`src/rtl/sound_request_scheduler_if.sv`:
```
// Sound request scheduler bus: request strobes/IDs in, PIO-facing sound controls and status out.
// Optional SOUND_SCHED_STATS_EN adds the drop_count status field.
interface sound_request_scheduler_if #(
  parameter int unsigned NUM_REQ = 4,
  parameter int unsigned ID_W    = 4
);
  logic [NUM_REQ-1:0]      req_stb;
  logic [NUM_REQ*ID_W-1:0] req_id;
  logic                    clr_overflow;
  logic [ID_W-1:0]         sound_id_out;
  logic                    start_sound_out;
  logic                    busy;
  logic [NUM_REQ-1:0]      pending;
  logic                    overflow;
`ifdef SOUND_SCHED_STATS_EN
  logic [7:0]              drop_count;

  modport master (
    output req_stb, req_id, clr_overflow,
    input  sound_id_out, start_sound_out, busy, pending, overflow, drop_count
  );

  modport slave (
    input  req_stb, req_id, clr_overflow,
    output sound_id_out, start_sound_out, busy, pending, overflow, drop_count
  );
`else
  modport master (
    output req_stb, req_id, clr_overflow,
    input  sound_id_out, start_sound_out, busy, pending, overflow
  );

  modport slave (
    input  req_stb, req_id, clr_overflow,
    output sound_id_out, start_sound_out, busy, pending, overflow
  );
`endif
endinterface

```
`src/rtl/sound_request_scheduler.sv`:
```
// Round-robin scheduler that sequences per-source sound requests onto a single
// sound_id / start_sound PIO pair: start is held START_HOLD cycles, then held low
// GAP_CYCLES cycles before the next grant.
// Define SOUND_SCHED_STATS_EN to add the saturating drop_count statistics output.
module sound_request_scheduler #(
  parameter int unsigned NUM_REQ    = 4,
  parameter int unsigned ID_W       = 4,
  parameter int unsigned START_HOLD = 50000,
  parameter int unsigned GAP_CYCLES = 25000
) (
  input  logic                    clk50m,
  input  logic                    reset_n,
  sound_request_scheduler_if.slave bus
);

  localparam int unsigned MaxCnt = (START_HOLD > GAP_CYCLES) ? START_HOLD : GAP_CYCLES;
  localparam int unsigned CntW   = $clog2(MaxCnt + 1);
  localparam int unsigned PtrW   = $clog2(NUM_REQ);

  localparam logic [CntW-1:0] HoldLast = CntW'(START_HOLD - 1);
  localparam logic [CntW-1:0] GapLast  = CntW'(GAP_CYCLES - 1);
  localparam logic [PtrW-1:0] LastIdx  = PtrW'(NUM_REQ - 1);

  typedef enum logic [1:0] {StIdle, StAssert, StGap} state_e;

  state_e              state_q, state_d;
  logic [CntW-1:0]     cnt_q, cnt_d;
  logic [PtrW-1:0]     rr_ptr_q, rr_ptr_d;
  logic [ID_W-1:0]     id_out_q, id_out_d;
  logic [NUM_REQ-1:0]  pending_q, pending_d;
  logic [ID_W-1:0]     slot_id_q [NUM_REQ];
  logic [ID_W-1:0]     slot_id_d [NUM_REQ];
  logic                overflow_q, overflow_d;
  logic [NUM_REQ-1:0]  overwrite;

  logic                win_found;
  logic [PtrW-1:0]     win_idx;
  logic [PtrW-1:0]     cand;
  logic                grant;

  // Round-robin pick: first pending slot scanning upward from rr_ptr with wrap.
  always_comb begin
    win_found = 1'b0;
    win_idx   = '0;
    cand      = '0;
    for (int unsigned k = 0; k < NUM_REQ; k++) begin
      cand = PtrW'((32'(rr_ptr_q) + k) % NUM_REQ);
      if (!win_found && pending_q[cand]) begin
        win_found = 1'b1;
        win_idx   = cand;
      end
    end
  end

  assign grant = (state_q == StIdle) && win_found;

  // Pending slots: the grant clears first, so a strobe on the granted source becomes a new request.
  always_comb begin
    pending_d = pending_q;
    slot_id_d = slot_id_q;
    overwrite = '0;
    for (int unsigned i = 0; i < NUM_REQ; i++) begin
      if (grant && (win_idx == PtrW'(i))) begin
        pending_d[i] = 1'b0;
      end
      // ID 0 means "no sound" and is ignored.
      if (bus.req_stb[i] && (bus.req_id[i*ID_W +: ID_W] != '0)) begin
        if (pending_d[i]) begin
          overwrite[i] = 1'b1;
        end
        pending_d[i] = 1'b1;
        slot_id_d[i] = bus.req_id[i*ID_W +: ID_W];
      end
    end
  end

  // Sticky overflow; a new overwrite beats a simultaneous clear.
  always_comb begin
    overflow_d = overflow_q;
    if (|overwrite) begin
      overflow_d = 1'b1;
    end else if (bus.clr_overflow) begin
      overflow_d = 1'b0;
    end
  end

  // Sequencer: IDLE grants, ASSERT holds start, GAP enforces the quiet time.
  always_comb begin
    state_d  = state_q;
    cnt_d    = cnt_q;
    rr_ptr_d = rr_ptr_q;
    id_out_d = id_out_q;
    unique case (state_q)
      StIdle: begin
        if (grant) begin
          state_d  = StAssert;
          cnt_d    = '0;
          id_out_d = slot_id_q[win_idx];
          rr_ptr_d = (win_idx == LastIdx) ? '0 : win_idx + PtrW'(1);
        end
      end
      StAssert: begin
        if (cnt_q == HoldLast) begin
          state_d = StGap;
          cnt_d   = '0;
        end else begin
          cnt_d = cnt_q + CntW'(1);
        end
      end
      StGap: begin
        if (cnt_q == GapLast) begin
          state_d = StIdle;
          cnt_d   = '0;
        end else begin
          cnt_d = cnt_q + CntW'(1);
        end
      end
      default: begin
        state_d = StIdle;
        cnt_d   = '0;
      end
    endcase
  end

  // State, slot and status registers.
  always_ff @(posedge clk50m or negedge reset_n) begin
    if (!reset_n) begin
      state_q    <= StIdle;
      cnt_q      <= '0;
      rr_ptr_q   <= '0;
      id_out_q   <= '0;
      pending_q  <= '0;
      overflow_q <= 1'b0;
      for (int unsigned i = 0; i < NUM_REQ; i++) begin
        slot_id_q[i] <= '0;
      end
    end else begin
      state_q    <= state_d;
      cnt_q      <= cnt_d;
      rr_ptr_q   <= rr_ptr_d;
      id_out_q   <= id_out_d;
      pending_q  <= pending_d;
      overflow_q <= overflow_d;
      for (int unsigned i = 0; i < NUM_REQ; i++) begin
        slot_id_q[i] <= slot_id_d[i];
      end
    end
  end

  assign bus.sound_id_out    = id_out_q;
  assign bus.start_sound_out = (state_q == StAssert);
  assign bus.busy            = (state_q != StIdle);
  assign bus.pending         = pending_q;
  assign bus.overflow        = overflow_q;

`ifdef SOUND_SCHED_STATS_EN
  logic [7:0] drop_q, drop_d;
  logic [8:0] drop_sum;

  // Count overwrites, saturating at 255; increment beats a simultaneous clear.
  always_comb begin
    drop_sum = 9'(drop_q) + 9'($countones(overwrite));
    drop_d   = drop_q;
    if (|overwrite) begin
      drop_d = (drop_sum > 9'd255) ? 8'hFF : drop_sum[7:0];
    end else if (bus.clr_overflow) begin
      drop_d = '0;
    end
  end

  // Drop counter register.
  always_ff @(posedge clk50m or negedge reset_n) begin
    if (!reset_n) begin
      drop_q <= '0;
    end else begin
      drop_q <= drop_d;
    end
  end

  assign bus.drop_count = drop_q;
`endif

endmodule

```
`src/flat_wrapper.sv`:
```
// flat-port wrapper written by rule: the top's interface ports become plain ports
module sound_request_scheduler_flat 
#(
  parameter int unsigned NUM_REQ    = 4,
  parameter int unsigned ID_W       = 4,
  parameter int unsigned START_HOLD = 50000,
  parameter int unsigned GAP_CYCLES = 25000
)
  (clk50m, reset_n, bus_req_stb, bus_req_id, bus_clr_overflow, bus_sound_id_out, bus_start_sound_out, bus_busy, bus_pending, bus_overflow);
  sound_request_scheduler_if #(.NUM_REQ(NUM_REQ), .ID_W(ID_W)) bus_i ();
  input  logic clk50m;
  input  logic reset_n;
  input wire logic [$bits(bus_i.req_stb)-1:0] bus_req_stb;
  input wire logic [$bits(bus_i.req_id)-1:0] bus_req_id;
  input wire logic [$bits(bus_i.clr_overflow)-1:0] bus_clr_overflow;
  output wire logic [$bits(bus_i.sound_id_out)-1:0] bus_sound_id_out;
  output wire logic [$bits(bus_i.start_sound_out)-1:0] bus_start_sound_out;
  output wire logic [$bits(bus_i.busy)-1:0] bus_busy;
  output wire logic [$bits(bus_i.pending)-1:0] bus_pending;
  output wire logic [$bits(bus_i.overflow)-1:0] bus_overflow;
  assign bus_i.req_stb = bus_req_stb;
  assign bus_i.req_id = bus_req_id;
  assign bus_i.clr_overflow = bus_clr_overflow;
  assign bus_sound_id_out = bus_i.sound_id_out;
  assign bus_start_sound_out = bus_i.start_sound_out;
  assign bus_busy = bus_i.busy;
  assign bus_pending = bus_i.pending;
  assign bus_overflow = bus_i.overflow;
  sound_request_scheduler #(.NUM_REQ(NUM_REQ), .ID_W(ID_W), .START_HOLD(START_HOLD), .GAP_CYCLES(GAP_CYCLES)) u_core (.clk50m(clk50m), .reset_n(reset_n), .bus(bus_i));
endmodule
```
`config.mk`:
```
export PLATFORM = sky130hd
export DESIGN_NAME = sound_request_scheduler_flat
export DESIGN_NICKNAME = d
export VERILOG_FILES = /design/src/rtl/sound_request_scheduler_if.sv /design/src/rtl/sound_request_scheduler.sv /design/src/flat_wrapper.sv
export SDC_FILE = /design/constraint.sdc
export NUM_CORES = 1
export LEC_CHECK = 0
export BUFFER_PORTS_ARGS = -buffer_cell sky130_fd_sc_hd__buf_2
export CORE_ASPECT_RATIO = 1.5
export CORE_MARGIN = 2
export CORE_UTILIZATION = 50
export DETAILED_ROUTE_END_ITERATION = 8
export PLACE_DENSITY = 0.68
export SLEW_MARGIN = 15
export SYNTH_ARGS = -nofsm -noshare
export SYNTH_HDL_FRONTEND = slang
export SYNTH_SLANG_ARGS = --single-unit
export TNS_END_PERCENT = 20
```
`constraint.sdc`:
```
create_clock -name clk50m -period 5.5 [get_ports clk50m]
set_input_delay 0.275 -clock clk50m [delete_from_list [all_inputs] [get_ports clk50m]]
set_output_delay 0.275 -clock clk50m [all_outputs]
set_load 0.01 [all_outputs]
```
==> flow_metrics.tcl, run 1 <==
set metrics [dict create \
    outcome "completed" \
    grt_max_degree 46 \
    fp.dieW_um 61.3 \
    hpwl_um 4100 \
    setup_violations 0 \
    yosysUniqueCellTypes 50 \
    start_util_pct 51.6 \
    synthFlopType "dfrtp_1" \
    cts_sinks 45 \
    synth-edff-count 0 \
    grt_pass1_wl_um 9200 \
    cts_max_level 2 \
    cts_resized 0 \
    synth_nets 291 \
    fin_crit_ns 2.10 \
    antenna_found_initial 0 \
    postCtsHoldBufs 0 \
    fin_crit_sh_pct 38.1 \
    hold_class "in2async" \
    cpMaxStageDelayCell "a22oi_2" \
    dr.pass1.iters 4 \
    rsz0062_at_grt "false" \
    cp_cell_sequence "ha_1 -> and4b_1 -> nand4_1 -> a22oi_2 -> nor2_2 -> a22o_1" \
    worstPathArrival_ns 2.28 \
    max_slew_margin_pct 34.5 \
    clk_pin_slew_worst_paths_ns 0.08 \
    async_flop_share_pct 100 \
    initialDrtViolationCount 91 \
    worst_slew_pin_slew_ns 0.982 \
    cts_setup_buffers 0 \
    wire_per_inst_um 15.0 \
    seq_area_frac_synth_pct 45.8 \
    final_core_util_pct 58.6 \
    rows 31 \
    synthesis.area_um2 2460 \
    start_kind "flip-flop" \
    synthToLayoutAreaGrowth_pct 13.6 \
    critPathRequiredTime_ns 5.68 \
    first_global_vias 2013 \
    dr_total_vias 2075 \
    grt_util_all_layers_pct 22.0 \
    io_buffers 33 \
    gr-total-overflow 0 \
    gp_congestion 0.869 \
    fin_setup_tns_ns 0 \
    drc_errors 0 \
    cellLeakagePower_nw 1.30 \
    critical_path_class "reg2reg" \
    clock_skew_ns 0.00507 \
    avgSynthCellArea_um2 9.50 \
    cp-end-kind "flip-flop" \
    path_buf_inv 0 \
    antennaDiodeCount 0 \
    antenna_left 0 \
    cts_buffers 5 \
    crit_family "compound AO/OA/AOI/OAI gates" \
    cts_tree "done" \
    finalMaxSlewViolations 0 \
    ios 34 \
    drt_wl_total_um 5470 \
    insertion_delay_ns 0.29 \
    cts_root_buffer "clkbuf_8" \
    dieArea_um2 5510 \
    core-area_um2 4770 \
    ys_warn_count 0 \
    finalHoldViolCount 0 \
    peakVddDrop_mv 0.176 \
    cts_buffer_depth 2 \
    maxClockFrequency_mhz 477 \
    drive_above_1_share_pct 19.8 \
    nets 329 \
    slowest_delay_ns 0.52 \
    vias_per_cell 5.70 \
    synthCells 259 \
    p_per_area_nw_per_um2 220 \
    cap_viol_max_count 0 \
    path_max_fanout 11 \
    fillers 435 \
    ys_ff_latch 45 \
    dieHeight_um 89.9 \
]
[worst paths after layout]
check	startpoint	to	slack, ns	cells past startpoint
max	u_core.cnt_q[0]	u_core.cnt_q[4]	3.40	6
min	reset_n	u_core.cnt_q[13]	0.13	1
max reg2reg	u_core.cnt_q[0]	u_core.cnt_q[4]	3.40	6
min reg2reg	u_core.slot_id_q[15]	u_core.slot_id_q[15]	0.48	2
max in group asynchronous	reset_n	u_core.cnt_q[8]	4.75	1
min in group clk50m	bus_req_id[3]	u_core.slot_id_q[15]	0.20	3
[sequential cells by signal, summed over array words and instances, names as in the netlist]
name and count:
u_core.bus.sound_id_out 4, u_core.state_q 2, u_core.bus.overflow 1, u_core.bus.pending 4, u_core.slot_id_q 16, u_core.cnt_q 16
u_core.rr_ptr_q 2
[cell usage in the layout, fill, tap and decap left out, types with 5 or more instances in the layout]
cell type / n
buf_2: 33
a21oi_1: 5
clkbuf_8: 7
ha_1: 9
a22o_1: 9
nand3_1: 9
dfrtp_1: 45
inv_1: 9
nor3_1: 7
nand2_1: 67
o21ai_0: 7
nand4_1: 5
mux2i_1: 6
nor2_1: 13
[layer usage]
layer  part of all wire [%]  track usage (%)
met5                      0                0
met4                    3.6             9.78
met3                    2.8             4.17
met2                     56             37.8
met1                     38             25.3
[cells by family (layout without fill, tap and decap cells)]
kind of cell	Yosys count	in the layout	synth area share (%)
fa+ha+maj	9	9	4.58
buf+inv	13	52	2.64
compound gates	53	53	17.3
flops	45	45	45.8
simple gates	131	131	26.3
mux	8	8	3.36
[Yosys cell counts (2+ instances only)]
master | instances | share of area (%)
a2111oi_0 | 4 | 1.4
a211oi_1 | 4 | 1.2
a21oi_1 | 5 | 1.0
a22o_1 | 9 | 3.2
and2_1 | 3 | 0.76
and3_1 | 3 | 0.76
and4_1 | 3 | 1.1
and4b_1 | 2 | 0.81
dfrtp_1 | 45 | 46
ha_1 | 9 | 4.6
inv_1 | 9 | 1.4
mux2_2 | 2 | 0.92
mux2i_1 | 6 | 2.4
nand2_1 | 67 | 10
nand2b_1 | 4 | 1.0
nand3_1 | 9 | 1.8
nand4_1 | 5 | 1.3
nor2_1 | 13 | 2.0
nor2_2 | 2 | 0.51
nor3_1 | 7 | 1.4
nor4b_2 | 2 | 1.2
o21ai_0 | 7 | 1.4
o21ai_1 | 3 | 0.61
o22ai_1 | 2 | 0.51
o2bb2ai_1 | 3 | 1.1
o311ai_1 | 4 | 1.4
o41ai_2 | 4 | 2.6
[report_power, final]
part	switching, mW	internal [mW]
Clock	0.106	0.114
Sequential	0.00727	0.344
Combinational	0.0264	0.0184
[cell type report]
type                    instances  area [um2]  area share [%]
clock buffers                   7        96.3            3.45
well taps                      66        82.6            2.95
multi-input cells             201        1270            45.4
inverters                      10        42.5            1.52
flip-flops and latches         45        1130            40.3
repair buffers                 34         173            6.18
clock inverters                 1        5.00           0.179
[metrics by stage]
| step | cell area (um2) | std cells | total power [mW] | setup WS, ns | hold slack [ns] |
|---|---|---|---|---|---|
| finish | 2800 | 364 | 0.616 | 3.40 | 0.132 |
| floorplan | 2460 | 259 | 0.376 | 3.67 | -0.0206 |
| CTS | 2800 | 364 | 0.624 | 3.41 | 0.179 |
| global placement | 2690 | 356 | 0.402 | 3.49 | 0.454 |
| detailed placement | 2690 | 356 | 0.403 | 3.44 | 0.462 |
| global route | 2800 | 364 | 0.647 | 3.19 | 0.188 |
Note: power is estimated with default switching activity, not from simulation.
==> run 2, diff against run 1 <==
--- a/config.mk
+++ b/config.mk
@@ -5,12 +5,13 @@
 export SDC_FILE = /design/constraint.sdc
 export NUM_CORES = 1
 export LEC_CHECK = 0
+export ABC_AREA = 1
 export BUFFER_PORTS_ARGS = -buffer_cell sky130_fd_sc_hd__buf_2
 export CORE_ASPECT_RATIO = 1.5
 export CORE_MARGIN = 2
 export CORE_UTILIZATION = 50
 export DETAILED_ROUTE_END_ITERATION = 8
-export PLACE_DENSITY = 0.68
+export PLACE_DENSITY = 0.67
 export SLEW_MARGIN = 15
 export SYNTH_ARGS = -nofsm -noshare
 export SYNTH_HDL_FRONTEND = slang
==> constraint.sdc (replaced) <==
create_clock -name clk50m -period 2 [get_ports clk50m]
set_input_delay 0.1 -clock clk50m [delete_from_list [all_inputs] [get_ports clk50m]]
set_output_delay 0.1 -clock clk50m [all_outputs]
set_load 0.01 [all_outputs]
==> run 2 against run 1 <==
  * The flow now finishes with violations (setup timing)
  * Final cell count up 41%
  * Clock-buffer cell count unchanged
  * Utilization is 8.5 points higher
  * Clock skew is 0.0014 ns higher
  * Combinational power grew to 8.8 times the previous value
  * Fmax up 2.5%
  * Register-to-register slack worse by 3.4 ns
==> flow_metrics.tcl, run 2 <==
set metrics [dict create \
    core-area_um2 5370 \
    start_util_pct 51.2 \
    synth_top_area_share_pct 41.0 \
    outcome "finished, violations left" \
    cts_sinks 45 \
    peakVddDrop_mv 0.421 \
    cts_root_buffer "clkbuf_8" \
    worst_slew_pin_slew_ns 0.713 \
    synthCells 370 \
    fin_crit_sh_pct 102 \
    hold_end "u_core.slot_id_q[5]" \
    clock_skew_ns 0.00652 \
    cts_max_level 2 \
    ys_ff_latch 45 \
    antenna_left 0 \
    first_global_vias 2527 \
    cap_viol_max_count 0 \
    synthToLayoutAreaGrowth_pct 31.1 \
    timing.critical_path.mode_cell "nand2_4" \
    synth_common_cells "nand2_1, inv_1, dfrtp_1" \
    insertion_delay_ns 0.30 \
    synth-edff-count 0 \
    finalMaxSlewViolations 0 \
    cts_tree "done" \
    clk_pin_slew_worst_paths_ns 0.09 \
    power_mw 1.93 \
    grt_max_degree 46 \
    drc_errors 0 \
    startpoint "u_core.rr_ptr_q[0]" \
    drt_wl_total_um 6800 \
    yosysUniqueCellTypes 34 \
    async_flop_share_pct 100 \
    drive_above_1_share_pct 31.2 \
    r2r-end "u_core.bus.pending[0]" \
    dieHeight_um 94.8 \
    rsz0062_at_grt "true" \
    hpwl_um 4990 \
    ys_warn_count 0 \
    grt_pass1_wl_um 11000 \
    r2r_setup_slack_ns -0.05 \
    final_core_util_pct 67.1 \
    rows 33 \
    rr_worst_depth 14 \
    critical_path_class "reg2reg" \
    synth_top_area_cell "dfrtp_1" \
    violations "setup timing" \
    yosys.cell_count.top_type "nand2_1" \
    gp_congestion 0.865 \
    max_slew_margin_pct 51.9 \
    final_cell_mix "nand2_1, inv_1, dfrtp_1, buf_2, buf_4" \
    whs_path_depth 3 \
    cts_buffers 5 \
    fin_ws_ns -0.0461 \
    hold_class "in2reg" \
    cp-end-kind "flip-flop" \
    path_max_fanout 5 \
    p_per_area_nw_per_um2 534 \
    vias_per_cell 5.08 \
    final_common_cell "nand2_1" \
    avgSynthCellArea_um2 7.43 \
    fp.dieW_um 64.5 \
    synth_area_leaders "dfrtp_1, nand2_1, inv_1, nand3_1, ha_1" \
    dieArea_um2 6120 \
    cts_buffer_depth 2 \
    dr.pass1.iters 4 \
    hold_start "bus_req_id[9]" \
    maxClockFrequency_mhz 489 \
    ios 34 \
    antennaDiodeCount 0 \
    finalHoldViolCount 0 \
    synthesis.area_um2 2750 \
    synthFlopType "dfrtp_1" \
    initialDrtViolationCount 87 \
    start_kind "flip-flop" \
    antenna_found_initial 0 \
    cp_cell_sequence "buf_6 -> nand2_4 -> nand2_4 -> nand2_4 -> nand2_4 -> nor2_8 -> buf_6 -> nand3_4 -> nand3_4 -> ha_4 -> inv_1 -> o21ai_1 -> inv_1 -> or2_4" \
    reg_top3 "u_core.cnt_q (16), u_core.slot_id_q (16)" \
    grt_util_all_layers_pct 23.4 \
    cellLeakagePower_nw 1.91 \
    setup_violations 5 \
    critPathRequiredTime_ns 2.19 \
    dr_total_vias 2616 \
    gr-total-overflow 0 \
    reg2reg_from "u_core.rr_ptr_q[0]" \
    cpMaxStageDelayCell "dfrtp_2" \
    wire_per_inst_um 13.2 \
    synth_nets 402 \
    io_buffers 33 \
    slowest_delay_ns 0.45 \
    seq_area_frac_synth_pct 41.0 \
    nets 476 \
    worstPathArrival_ns 2.23 \
    fin_crit_ns 2.05 \
]
run 2: changes by cell type after synthesis, moves of 8 or more:
cell     delta
nand2_2     +8
nand4_1     +9
nor2_1     +14
o21ai_0    +13
a22o_1      -8
nand2_1    +36
inv_1      +54
nand3_1    +15
run 2: per-stage QoR:
stage                     hold slack [ns]  instance area (um2)   TNS [ns]  instances  worst slack [ns]
after global routing               0.0411                 3600      -1.24        515            -0.174
after CTS                          0.0121                 3430   -0.00997        511          -0.00997
after detailed placement            0.221                 3220     -0.987        499            -0.152
after floorplan                    -0.196                 2780  -0.000124        370         -0.000124
after global placement              0.220                 3220     -0.566        499           -0.0914
final                              0.0107                 3600     -0.179        515           -0.0461
run 2: logic make-up after synthesis:
group,after synthesis,synth area share (%)
AOI/OAI and AO/OA,44,9.38
xor gates and xnor gates,3,0.956
adders and majority gates,9,4.10
buffers and inverters,71,10.6
DFF,45,41.0
and+or+nand+nor,198,34.0
run 2: final cells by class:
type | count | area (um2)
Inverter | 68 | 280
Multi-Input combinational cell | 254 | 1550
Clock buffer | 7 | 76.3
Timing Repair Buffer | 70 | 477
Fill cell | 490 | 1760
Sequential cell | 45 | 1130
Clock inverter | 1 | 7.51
Tap cell | 70 | 87.6
run 2: report_power, final:
| group | switching [mW] | internal [mW] |
|---|---|---|
| logic | 0.232 | 0.162 |
| registers | 0.0180 | 0.952 |
| clock network | 0.314 | 0.248 |
run 2: metal layers:
layer,global-route usage [%],wire length (um),vias to the layer above
li1,-,-,1321
met4,10.1,176,0
met2,46.3,3870,42
met5,0,0,-
met3,2.50,137,13
met1,24.4,2610,1240
run 2: what timing repair did:
item / in CTS / in global routing
resized for setup: 22 / 42
setup endpoints to repair: 20 / 22
hold buffers: 1 / 0
pin swaps: 8 / 23
hold endpoints to repair: 45 / 0
setup buffers: 3 / 4
run 2: how the worst max path moves through the flow:
stage | endpoint | slack (ns) | cells past startpoint
final | u_core.bus.pending[0] | -0.05 | 14
after global routing | u_core.bus.overflow | -0.17 | 19
after CTS | u_core.bus.pending[2] | -0.01 | 15
after detailed placement | u_core.bus.pending[2] | -0.15 | 13
after global placement | u_core.bus.overflow | -0.09 | 14
after floorplan | u_core.bus.pending[0] | -0.0001 | 15
run 2: worst max-delay path, delay by kind of cell, from the launching register on:
kind	cells	cell delay (ns)
simple gates	8	0.85
compound gates	1	0.11
fa+ha+maj	1	0.14
flops	1	0.45
buf+inv	4	0.37
==> run 3, diff against run 2 <==
--- a/config.mk
+++ b/config.mk
@@ -7,11 +7,13 @@
 export LEC_CHECK = 0
 export ABC_AREA = 1
 export BUFFER_PORTS_ARGS = -buffer_cell sky130_fd_sc_hd__buf_2
+export CELL_PAD_IN_SITES_DETAIL_PLACEMENT = 0
+export CELL_PAD_IN_SITES_GLOBAL_PLACEMENT = 1
 export CORE_ASPECT_RATIO = 1.5
 export CORE_MARGIN = 2
-export CORE_UTILIZATION = 50
+export CORE_UTILIZATION = 42
 export DETAILED_ROUTE_END_ITERATION = 8
-export PLACE_DENSITY = 0.67
+export PLACE_DENSITY = 0.76
 export SLEW_MARGIN = 15
 export SYNTH_ARGS = -nofsm -noshare
 export SYNTH_HDL_FRONTEND = slang
==> constraint.sdc (replaced) <==
create_clock -name clk50m -period 2 [get_ports clk50m]
set_input_delay 0.3 -clock clk50m [delete_from_list [all_inputs] [get_ports clk50m]]
set_output_delay 0.3 -clock clk50m [all_outputs]
set_load 0.01 [all_outputs]
==> run 3 against run 2 <==
  * Worst setup slack improved by 0.032 ns
  * Utilization decreased by 11 points
  * The flow still finishes with violations (setup timing)
  * Critical path type unchanged
  * Register-to-register slack improved by 0.03 ns
==> flow_metrics.tcl, run 3 (same netlist as run 2, synthesis figures left out) <==
set metrics [dict create \
    outcome "finished, violations left" \
    violations "setup timing" \
    start_util_pct 43.0 \
    max_slew_margin_pct 57.4 \
    place_area_um2 3240 \
    maxClockFrequency_mhz 496 \
    postCtsHoldBufs 0 \
    critPathRequiredTime_ns 2.19 \
    dr.pass1.iters 4 \
    dr_total_vias 2554 \
    dp_cells 506 \
    ios 34 \
    r2r-end "u_core.bus.pending[0]" \
    worstPathArrival_ns 2.20 \
    path_max_fanout 6 \
    cts_sinks 45 \
    p_per_area_nw_per_um2 556 \
    rr_worst_depth 15 \
    initialDrtViolationCount 68 \
    insertion_delay_ns 0.31 \
    rows 36 \
    cts_buffers 5 \
    grt_max_degree 46 \
    cap_viol_max_count 0 \
    io_buffers 33 \
    dieHeight_um 103 \
    design_area_um2 3580 \
    fin_setup_tns_ns -0.0197 \
    fp.dieW_um 70.0 \
    synthToLayoutAreaGrowth_pct 30.2 \
    finalMaxSlewViolations 0 \
    final_cell_mix "nand2_1, inv_1, dfrtp_1, buf_2, buf_4" \
    rsz0062_at_grt "true" \
    nets 477 \
    clk_pin_slew_worst_paths_ns 0.10 \
    fin_crit_sh_pct 101 \
    reg_top3 "u_core.cnt_q (16), u_core.slot_id_q (16)" \
    drive_above_1_share_pct 32.3 \
    grt_pass1_wl_um 11200 \
    clock_skew_ns 0.00962 \
    dieArea_um2 7220 \
    grt_util_all_layers_pct 19.7 \
    hpwl_um 5150 \
    cts_max_level 2 \
    final_common_cell "nand2_1" \
    worst_slew_pin_slew_ns 0.630 \
    drc_errors 0 \
    gr-total-overflow 0 \
    gp_congestion 0.811 \
    cts_tree "done" \
    cp-end-kind "flip-flop" \
    hold_class "in2async" \
    cts_buffer_depth 2 \
    vias_per_cell 4.89 \
    reg2reg_from "u_core.rr_ptr_q[0]" \
    core-area_um2 6400 \
    peakVddDrop_mv 0.310 \
    dpl_worst_slack_ns -0.167 \
    antenna_left 0 \
    finalHoldViolCount 0 \
    final_cells 522 \
    drt_wl_total_um 6920 \
    critical_path_class "reg2reg" \
    first_global_vias 2527 \
    cellLeakagePower_nw 1.89 \
    setup_violations 2 \
    cts_root_buffer "clkbuf_8" \
    wire_per_inst_um 13.2 \
    r2r_setup_slack_ns -0.01 \
    fin_ws_ns -0.0143 \
    power_mw 1.99 \
    start_kind "flip-flop" \
    final_core_util_pct 55.9 \
    worst_hold_slack_ns 0.0613 \
    antenna_found_initial 0 \
    antennaDiodeCount 0 \
    fin_crit_ns 2.01 \
]
-- run 3: worst max path at each step --
stage / to / start / slack [ns] / cells past startpoint
final: u_core.bus.pending[0] / u_core.rr_ptr_q[0] / -0.01 / 15
after global routing: u_core.bus.pending[0] / u_core.rr_ptr_q[0] / -0.11 / 15
after CTS: u_core.bus.pending[0] / u_core.rr_ptr_q[0] / 0.006 / 15
after detailed placement: u_core.bus.overflow / u_core.rr_ptr_q[0] / -0.17 / 14
after global placement: u_core.bus.pending[2] / u_core.rr_ptr_q[0] / -0.12 / 15
after floorplan: u_core.bus.pending[0] / u_core.rr_ptr_q[0] / -0.0001 / 15
-- run 3: layer usage --
layer | share of wire, % | global-route usage (%) | wire (um) | up-vias
met4 | 1.5 | 6.51 | 102 | 0
met2 | 59 | 39.9 | 4060 | 29
met5 | 0 | 0 | 0 | -
met1 | 38 | 20.9 | 2610 | 1196
met3 | 1.9 | 2.44 | 134 | 8
li1 | - | - | - | 1321
-- run 3: critical path, cell delays in order (launching register included) --
cell     delay (ns)
dfrtp_2        0.44
buf_12         0.15
inv_6          0.07
nand2_4        0.05
nand2_4        0.10
nand2_4        0.06
nand2_4        0.09
nor2_8         0.06
nand2_2        0.07
nand3_2        0.11
nand2_4        0.11
ha_4           0.13
inv_1          0.03
o21ai_1        0.11
inv_1          0.06
or2_2          0.26
-- run 3: cell type report --
| class | count | area (um2) |
|---|---|---|
| timing repair inverter | 1 | 8.76 |
| inverter | 68 | 273 |
| timing repair buffer | 70 | 472 |
| fill | 633 | 2820 |
| multi-input combinational | 254 | 1500 |
| tap | 76 | 95.1 |
| clock buffer | 6 | 82.6 |
| sequential | 45 | 1130 |
| clock inverter | 2 | 17.5 |
-- run 3: timing repair --
| action | 4_1_cts | 5_1_grt |
|---|---|---|
| gates cloned | 0 | 2 |
| resized for setup | 7 | 46 |
| endpoints found under the setup margin | 16 | 18 |
| buffers inserted | 3 | 3 |
| pin swaps | 4 | 13 |
-- run 3: report_power, final --
group	internal (mW)	total (mW)	switching [mW]
registers	0.952	0.970	0.0184
logic	0.157	0.383	0.227
clock network	0.288	0.636	0.348
total	1.40	1.99	0.594
